[src/rtl/cmd_phys_layer.sv]
// cmd_phys_layer
//   CMD-line physical layer for the SD host, sitting directly after control_cmd.
//   It takes a 40-bit command head, appends the CRC7 and the end bit, and shifts
//   the 48-bit frame out onto CMD, MSB first. It then captures a 48-bit or
//   136-bit card response, or flags a timeout if the card stays silent. The
//   result goes back to the control stage through a strobe/ack handshake.
//
// Parameters
//   RESP_TIMEOUT  cycles allowed in WAIT_RESP for a start bit before time_out
//   CNT_W         width of the bit and timeout counters (holds 136 and RESP_TIMEOUT)
//
// Ports
//   clock         system clock, all logic on posedge
//   reset         synchronous, active-low reset
//   strobe_in     command request from the control stage
//   ack_in        control stage has consumed the result
//   idle_in       abort/park request from the control stage
//   cmd_to_send   {start=0, dir=1, index[5:0], arg[31:0]}
//   cmd_pin_in    sampled CMD line from the card
//   cmd_pin_out   CMD line drive value
//   cmd_oe        CMD line output enable
//   strobe_out    result valid
//   ack_out       handshake ack
//   cmd_response  captured response
//   time_out      no start bit arrived within RESP_TIMEOUT
//   crc_error     CRC7 mismatch on a 48-bit response
module cmd_phys_layer #(
  parameter int RESP_TIMEOUT = 64,
  parameter int CNT_W        = 8
) (
  input  logic         clock,
  input  logic         reset,
  input  logic         strobe_in,
  input  logic         ack_in,
  input  logic         idle_in,
  input  logic [39:0]  cmd_to_send,
  input  logic         cmd_pin_in,
  output logic         cmd_pin_out,
  output logic         cmd_oe,
  output logic         strobe_out,
  output logic         ack_out,
  output logic [127:0] cmd_response,
  output logic         time_out,
  output logic         crc_error
);

  typedef enum logic [2:0] {IDLE, SEND, WAIT_RESP, RECEIVE, DONE} state_t;

  localparam logic [CNT_W-1:0] CNT_ONE    = CNT_W'(1);
  localparam logic [CNT_W-1:0] FRAME_BITS = CNT_W'(48);
  localparam logic [CNT_W-1:0] LONG_BITS  = CNT_W'(136);
  localparam logic [CNT_W-1:0] TOUT_LIMIT = CNT_W'(RESP_TIMEOUT);

  state_t             state;
  logic [47:0]        tx_sr;
  logic [135:0]       rx_sr;
  logic [CNT_W-1:0]   bit_cnt;
  logic [CNT_W-1:0]   tout_cnt;
  logic               resp_none;
  logic               resp_long;

  logic [5:0]         req_index;
  logic [47:0]        req_frame;
  logic [135:0]       rx_next;
  logic [CNT_W-1:0]   bit_cnt_inc;
  logic [CNT_W-1:0]   tout_cnt_inc;
  logic [CNT_W-1:0]   rx_target;
  logic [6:0]         rx_crc;

  // Serial CRC7, G(x) = x^7 + x^3 + 1, init 0, one data bit per iteration MSB first.
  function automatic logic [6:0] crc7_40(input logic [39:0] data);
    logic [6:0] crc;
    logic       fb;
    crc = 7'd0;
    for (int i = 39; i >= 0; i--) begin
      fb     = data[i] ^ crc[6];
      crc    = {crc[5:0], 1'b0};
      crc[0] = fb;
      crc[3] = crc[3] ^ fb;
    end
    return crc;
  endfunction

  // The whole outgoing frame is built at accept time so SEND only has to shift.
  // The counter increments saturate instead of wrapping.
  always_comb begin
    req_index    = cmd_to_send[37:32];
    req_frame    = {cmd_to_send, crc7_40(cmd_to_send), 1'b1};
    rx_next      = {rx_sr[134:0], cmd_pin_in};
    bit_cnt_inc  = (bit_cnt == '1) ? bit_cnt : bit_cnt + CNT_ONE;
    tout_cnt_inc = (tout_cnt == '1) ? tout_cnt : tout_cnt + CNT_ONE;
    rx_target    = resp_long ? LONG_BITS : FRAME_BITS;
    rx_crc       = crc7_40(rx_next[47:8]);
  end

  // Main controller. All outputs are registered here. In SEND, bit_cnt counts
  // the bits already on the pin, so the first bit goes out on the accept edge.
  // In WAIT_RESP the start-bit test comes before the timeout test, so a start
  // bit on the limit edge wins. idle_in aborts every active state except DONE.
  always_ff @(posedge clock) begin
    if (!reset) begin
      state        <= IDLE;
      cmd_pin_out  <= 1'b1;
      cmd_oe       <= 1'b0;
      strobe_out   <= 1'b0;
      ack_out      <= 1'b0;
      cmd_response <= '0;
      time_out     <= 1'b0;
      crc_error    <= 1'b0;
      bit_cnt      <= '0;
      tout_cnt     <= '0;
      tx_sr        <= '1;
      rx_sr        <= '0;
      resp_none    <= 1'b0;
      resp_long    <= 1'b0;
    end else if (idle_in && (state == SEND || state == WAIT_RESP || state == RECEIVE)) begin
      state       <= IDLE;
      cmd_oe      <= 1'b0;
      cmd_pin_out <= 1'b1;
      bit_cnt     <= '0;
      tout_cnt    <= '0;
    end else begin
      case (state)
        IDLE: begin
          if (strobe_in && !idle_in) begin
            tx_sr        <= {req_frame[46:0], 1'b1};
            cmd_pin_out  <= req_frame[47];
            cmd_oe       <= 1'b1;
            bit_cnt      <= CNT_ONE;
            tout_cnt     <= '0;
            resp_none    <= (req_index == 6'd0);
            resp_long    <= (req_index == 6'd2) || (req_index == 6'd9) || (req_index == 6'd10);
            time_out     <= 1'b0;
            crc_error    <= 1'b0;
            cmd_response <= '0;
            state        <= SEND;
          end
        end
        SEND: begin
          if (bit_cnt < FRAME_BITS) begin
            cmd_pin_out <= tx_sr[47];
            tx_sr       <= {tx_sr[46:0], 1'b1};
            bit_cnt     <= bit_cnt_inc;
          end else begin
            cmd_oe      <= 1'b0;
            cmd_pin_out <= 1'b1;
            bit_cnt     <= '0;
            tout_cnt    <= '0;
            if (resp_none) begin
              strobe_out <= 1'b1;
              ack_out    <= 1'b1;
              state      <= DONE;
            end else begin
              state <= WAIT_RESP;
            end
          end
        end
        WAIT_RESP: begin
          if (!cmd_pin_in) begin
            rx_sr   <= '0;
            bit_cnt <= CNT_ONE;
            state   <= RECEIVE;
          end else if (tout_cnt_inc >= TOUT_LIMIT) begin
            tout_cnt     <= tout_cnt_inc;
            time_out     <= 1'b1;
            cmd_response <= '0;
            strobe_out   <= 1'b1;
            ack_out      <= 1'b1;
            state        <= DONE;
          end else begin
            tout_cnt <= tout_cnt_inc;
          end
        end
        RECEIVE: begin
          rx_sr   <= rx_next;
          bit_cnt <= bit_cnt_inc;
          if (bit_cnt_inc >= rx_target) begin
            if (resp_long) begin
              cmd_response <= rx_next[127:0];
              crc_error    <= 1'b0;
            end else begin
              cmd_response <= {80'b0, rx_next[47:0]};
              crc_error    <= (rx_crc != rx_next[7:1]);
            end
            strobe_out <= 1'b1;
            ack_out    <= 1'b1;
            state      <= DONE;
          end
        end
        DONE: begin
          if (ack_in) begin
            strobe_out <= 1'b0;
            ack_out    <= 1'b0;
            state      <= IDLE;
          end
        end
        default: state <= IDLE;
      endcase
    end
  end

endmodule

[config.mk]
export PLATFORM = sky130hd
export DESIGN_NAME = cmd_phys_layer
export DESIGN_NICKNAME = d
export VERILOG_FILES = /design/src/rtl/cmd_phys_layer.sv
export SDC_FILE = /design/constraint.sdc
export NUM_CORES = 1
export LEC_CHECK = 0
export ABC_AREA = 1
export CAP_MARGIN = 15
export CORE_MARGIN = 2
export CORE_UTILIZATION = 31
export DETAILED_ROUTE_END_ITERATION = 10
export PLACE_DENSITY = 0.48
export RECOVER_POWER = 25
export SETUP_SLACK_MARGIN = 0.4
export SLEW_MARGIN = 40
export SYNTH_ARGS = -nofsm -noshare
export SYNTH_HDL_FRONTEND = slang
export SYNTH_SLANG_ARGS = --single-unit
[constraint.sdc]
create_clock -name clock -period 5.1 [get_ports clock]
set_input_delay 1.53 -clock clock [delete_from_list [all_inputs] [get_ports clock]]
set_output_delay 1.53 -clock clock [all_outputs]
set_load 0.02 [all_outputs]
# After elaboration in Yosys (flattened, before gate mapping)
# Cells that the tools add are included.
[classes] n_addsub=2 n_mul=0 div=0 magnitude_cmp=3 eq_ne=20 shift=0 muxes=48 bitwise_logic=148 reduce_logical=30
[ops] cell="$mux 128" count=5
[ops] cell="$pmux 128 s3" count=1
[ops] cell="$pmux 127 s2" count=1
[ops] cell="$xor 1x1->1" count=146
[ops] cell="$mux 127" count=1
[ops] cell="$mux 48" count=2
[ops] cell="$pmux 48 s2" count=1
[ops] cell="$mux 8" count=9
[ops] cell="$pmux 8 s4" count=1
[ops] cell="$pmux 8 s3" count=1
[ops] cell="$mux 3" count=7
[ops] cell="$add 8x1->8 const B" count=2
[ops] cell="$eq 8x8->1 const B" count=2
[ops] cell="$pmux 3 s5" count=1
[ops] cell="$mux 1" count=13
[ops] cell="$eq 6x4->1 const B" count=2
[ops] cell="$ne 2x2->1 const B" count=6
[ops] cell="$reduce_and 3->1" count=4
[ops] cell="$reduce_and 4->1" count=3
[ops] cell="$reduce_and 5->1" count=2
[ops] cell="$ge 8x7->1 const B" count=1
[ops] cell="$ge 8x8->1" count=1
[ops] cell="$lt 8x6->1 const B" count=1
[ops] cell="$pmux 1 s2" count=4
[ops] cell="21 further kinds" count=34
[totals] regBits=329 latch_bits=0 ramBits=0 mem_bits_ro=0 out_inout_bits=134 elab_cells=264 n_memories=0

# Depth between registers and ports, before layout
[depth] ltp_word=23 depth_mapped=32 mapped_depth_nobuf=32

# Worst setup path before layout
# OpenSTA, ideal clock, no wires.
[synth_timing] path_type="input-to-reg" start="input port cmd_to_send[36]" end="register tx_sr[8]" setup_time_ns=0.115 t_arrival_ns=3.593 path_slack_ns=1.392 cell_stages=21 n_path_buf=0 cell_sequence="xnor2_1 > xor2_2 > xnor2_1 > xnor2_2 > or2_2 > nand2_1 > nand2_1 > nand2_1 > nand3_2 > nand2_2 > nand3_1 > nand2_1 > nand2_1 > nand2_1 > nand2_1 > nand2_2 > inv_2 > nand2_1 > nand3_1 > nand2_1 > nand2_1"
[synth_via] elab_chain_len=15
[synth_rtl] element="start, declared" line_no="36" source="input logic [39:0] cmd_to_send,"
[synth_rtl] element="$xor 1x1->1" line_no="79" source="crc[3] = crc[3] ^ fb;"
[synth_rtl] element="$xor 1x1->1" line_no="76" source="fb = data[i] ^ crc[6];"
[synth_rtl] element="$xor 1x1->1" line_no="79"
[synth_rtl] element="$xor 1x1->1" line_no="76"
[synth_rtl] element="$xor 1x1->1" line_no="79"
[synth_rtl] element="$xor 1x1->1" line_no="76"
[synth_rtl] element="$xor 1x1->1" line_no="79"
[synth_rtl] element="$xor 1x1->1" line_no="76"
[synth_rtl] element="$xor 1x1->1" line_no="79"
[synth_rtl] element="$xor 1x1->1" line_no="76"
[synth_rtl] element="$xor 1x1->1" line_no="79"
[synth_rtl] element="$xor 1x1->1" line_no="76"
[synth_rtl] element="$xor 1x1->1 *" line_no="79"
[synth_rtl] element="$mux 48 *" line_no="125" source="if (strobe_in && !idle_in) begin"
[synth_rtl] element="$pmux 48 s2 *" line_no="123" source="case (state)"
[synth_rtl] element="end signal, assigned" line_no="126" source="tx_sr <= {req_frame[46:0], 1'b1};"
[synth_rtl] element="end signal, assigned" line_no="142" source="tx_sr <= {tx_sr[46:0], 1'b1};"
[synth_rtl] element="end, declared" line_no="55" source="logic [47:0] tx_sr;"
# Mark *: on every way between the ends. The rest lies on a longest branch, timed or not. The select of a mux whose other input is x is not followed.
# A chain may end at the register's enable or synchronous reset.

# Worst setup path in the final report
[layout_timing] start="register bit_cnt[0]" end="register cmd_response[91]"
[layout_via] elab_chain_len=5
[layout_rtl] element="start, declared" line_no="57" source="logic [CNT_W-1:0] bit_cnt;"
[layout_rtl] element="start signal, assigned" line_no="143" source="bit_cnt <= bit_cnt_inc;"
[layout_rtl] element="start signal, assigned" line_no="176" source="bit_cnt <= bit_cnt_inc;"
[layout_rtl] element="$add 8x1->8 or $eq 8x8->1 (tied branches)" line_no="90" source="bit_cnt_inc = (bit_cnt == '1) ? bit_cnt : bit_cnt + CNT_ONE;"
[layout_rtl] element="$mux 8 *" line_no="90"
[layout_rtl] element="$ge 8x8->1 *" line_no="177" source="if (bit_cnt_inc >= rx_target) begin"
[layout_rtl] element="$ne 2x1->1 (no source line) *"
[layout_rtl] element="$reduce_and 6->1 (no source line) *"
[layout_rtl] element="end signal, assigned" line_no="179" source="cmd_response <= rx_next[127:0];"
[layout_rtl] element="end signal, assigned" line_no="182" source="cmd_response <= {80'b0, rx_next[47:0]};"
[layout_rtl] element="end, declared" line_no="42" source="output logic [127:0] cmd_response,"
# Mark *: on every way between the ends. The rest lies on a longest branch, timed or not.

==> results.yml <==
critical_path:
  slowest_stage: "dfxtp_1"
  path_buf_inv: 5
  arrival_ps: 4630
  crit_family: "simple AND/OR/NAND/NOR gates"
  slowest_delay_ps: 400
  r2r_setup_slack_ps: 960
  critical_path.max_fanout: 50
  path_cells: "ha_1 > nand2_1 > nor2_1 > nand4_1 > inv_1 > nor3_1 > a21oi_1 > inv_1 > ha_1 > nor4b_1 > o21ai_0 > a21boi_1 > o31ai_1 > nand2_1 > nand2_1 > inv_1 > nand2_4 > inv_6 > buf_12 > nand4_1 > a21oi_1"
  cp-start-kind: "register"
  critical_path_class: "register to register"
  cp.required_ps: 5590
  crit_path_end_kind: "register"
power_and_ir_drop:
  p_int_mw: 5.42
  power.density_mw_per_mm2: 466
  peakVddDrop_mv: 0.247
  switching_share_pct: 39.4
  power.leakage_nw: 8.08
  p_clk_share_pct: 30.1
  combPwrFrac_pct: 36.5
  pwr-share-seq_pct: 33.3
  netSwitchingPower_mw: 3.52
drt:
  remaining_drc_errors: 0
  post_drt_wl_per_cell_um: 15.6
  num_vias: 15200
  dr.first_iter.drc_count: 1000
  detail-route-antenna-nets: 0
  dr.pass1.iters: 5
  viasPerCell: 4.92
  totalWireLength_mm: 48.1
cells_and_area:
  finalInstanceArea_mm2: 0.0192
  fin_nets: 2442
  area.sequential_mm2: 0.00655
  final_core_util_pct: 38.4
  layout_commonest_cell: "nand2_1"
  syn2layout_area_growth_pct: 23.1
  mostFrequentLayoutCells: "723 x nand2_1, 345 x nand3_1, 326 x dfxtp_1, 186 x a21oi_1, 155 x inv_1"
  fillers: 5334
  multi_input_area_mm2: 0.00786
  num_antenna_cells: 0
  drive_gt1_share_pct: 5.80
  final_cells: 3087
sta:
  finalHoldWorstSlack_ps: 459
  tightest_slew_ps: 748
  fin_crit_ps: 4140
  fin_worst_skew_ps: 15.5
  setup_viol: 0
  relSlewSlack_pct: 49.7
  post-route-period-util_pct: 81.1
  rsz0062_at_grt: "no"
  final.setup.tns_ps: 0
  timing.final.max_slew_violations: 0
  clock.fmax_mhz: 242
  final_hold_viol_count: 0
yosys:
  async_flop_share_pct: 0
  synth_top_area_cell: "dfxtp_1"
  avgSynthCellArea_um2: 6.81
  synth-seq-cells: 327
  syn-num-nets: 2339
  syn_area_mm2: 0.0156
  synth_edf_count: 0
  ys_types: 35
  ys_seq_area_share_pct: 42.0
  synth_top_area_share_pct: 42.0
  synth_cells: 2287
  synthTopCellsByArea: "dfxtp_1 42%, nand2_1 17%, nand3_1 11%"
  ys.flop_type: "dfxtp_1"
  yosysWarnings: 0
clocking:
  cts_tree: "built"
  cts_root_buffer: "clkbuf_16"
  ctsResizeCount: 0
  cts_hold_buf: 0
  post-cts-setup-buffer-count: 0
  clk_latency_ps: 560
  cts.path.max_buffers: 3
  numClockSinks: 327
  cts_made_buffers: 39
  h-tree-depth: 2
  path_clk_slew_ps: 60
place:
  dpl_cell_area_mm2: 0.0179
  placed_cells_incl_taps: 3020
  gp_congestion: 0.837
  hpwl_mm: 31.9
  portBuffers: 179
grt:
  antenna_found_initial: 0
  grt_pass1_vias: 14200
  grt_use_met2_pct: 28.6
  overflow: 0
  top_usage_layer: "met2"
  gr-usage-all-layers_pct: 18.1
  grt_pass1_wl_mm: 77.0
  grt_max_degree: 139
  use_met1_pct: 24.7
  grt.met3_usage_pct: 3.55
floorplanning:
  die_y_um: 228
  die_x_um: 228
  initial_core_util_pct: 31.2
  die_area_mm2: 0.0520
  io-pin-count: 180
  num_rows: 82
  core_mm2: 0.0499
hold_path:
  holdCritPathClass: "register to register"
run_status:
  status: "finished, final reports clean"
job:
  cap_violations: 0
-- area by class of cell --
class                           count  share of cell area (%)
Clock buffer                       57                    6.02
Clock inverter                      9                   0.365
Inverter                          170                    3.39
Multi-Input combinational cell   1649                    41.0
Sequential cell                   327                    34.2
Tap cell                          672                    4.39
Timing Repair Buffer              203                    10.7
-- layer usage --
| metal | up-vias | routed length [um] |
|---|---|---|
| met5 | - | 0 |
| met4 | 0 | 1130 |
| met3 | 71 | 2550 |
| met2 | 320 | 21400 |
| met1 | 7045 | 23000 |
| li1 | 7744 | - |
-- tightest hold or removal path: cells and delay by family, from the launching register on --
kind	cells	cell delay, ps
AO/OA/AOI/OAI	1	50
flip-flops	1	300
AND/OR/NAND/NOR	1	60
-- final timing paths --
path / to / cells past startpoint / from
min reg2reg: cmd_response[5] / 2 / cmd_response[5]
min: cmd_response[5] / 2 / cmd_response[5]
max: cmd_response[91] / 21 / bit_cnt[0]
max reg2reg: cmd_response[91] / 21 / bit_cnt[0]
-- state kept, by name, indices dropped and copies added (netlist names) --
name,count
cmd_pin_out,1
tx_sr,46
crc_error,1
time_out,1
cmd_oe,1
resp_long,1
ack_out,1
state,3
cmd_response,128
rx_sr,127
tout_cnt,8
resp_none,1
bit_cnt,8
-- logic make-up after synthesis --
family                     synth area share [%]
xor gates and xnor gates                   3.16
DFF                                        42.0
buffers and inverters                      7.71
AOI/OAI and AO/OA                          12.1
adders and majority gates                 0.482
muxes                                    0.0643
and+or+nand+nor                            34.5
-- synth_stat cells (all sizes together), types with 29 or more instances --
library cell,number
buf,31
o21ai,86
xor2,29
nand3,352
nand2,741
a21oi,186
nand4,41
o211ai,35
nor2,108
inv,168
dfxtp,327
clkbuf,110
-- through the flow --
step / total power [mW] / worst slack (ps)
4_1_cts: 9.11 / 863
5_1_grt: 9.58 / 402
3_3_place_gp: 6.34 / 507
2_1_floorplan: 5.36 / 1390
3_5_place_dp: 6.36 / 463
6_report: 8.94 / 961
-- power groups by stage --
stage	logic (mW)	registers (mW)	clock network, mW
finish	3.26	2.98	2.69
global route	3.69	3.01	2.88
CTS	3.34	2.98	2.78
detailed placement	3.32	3.03	0
global placement	3.31	3.04	0
floorplan	2.24	3.12	0
No activity file was read; power rests on OpenSTA's default activity.
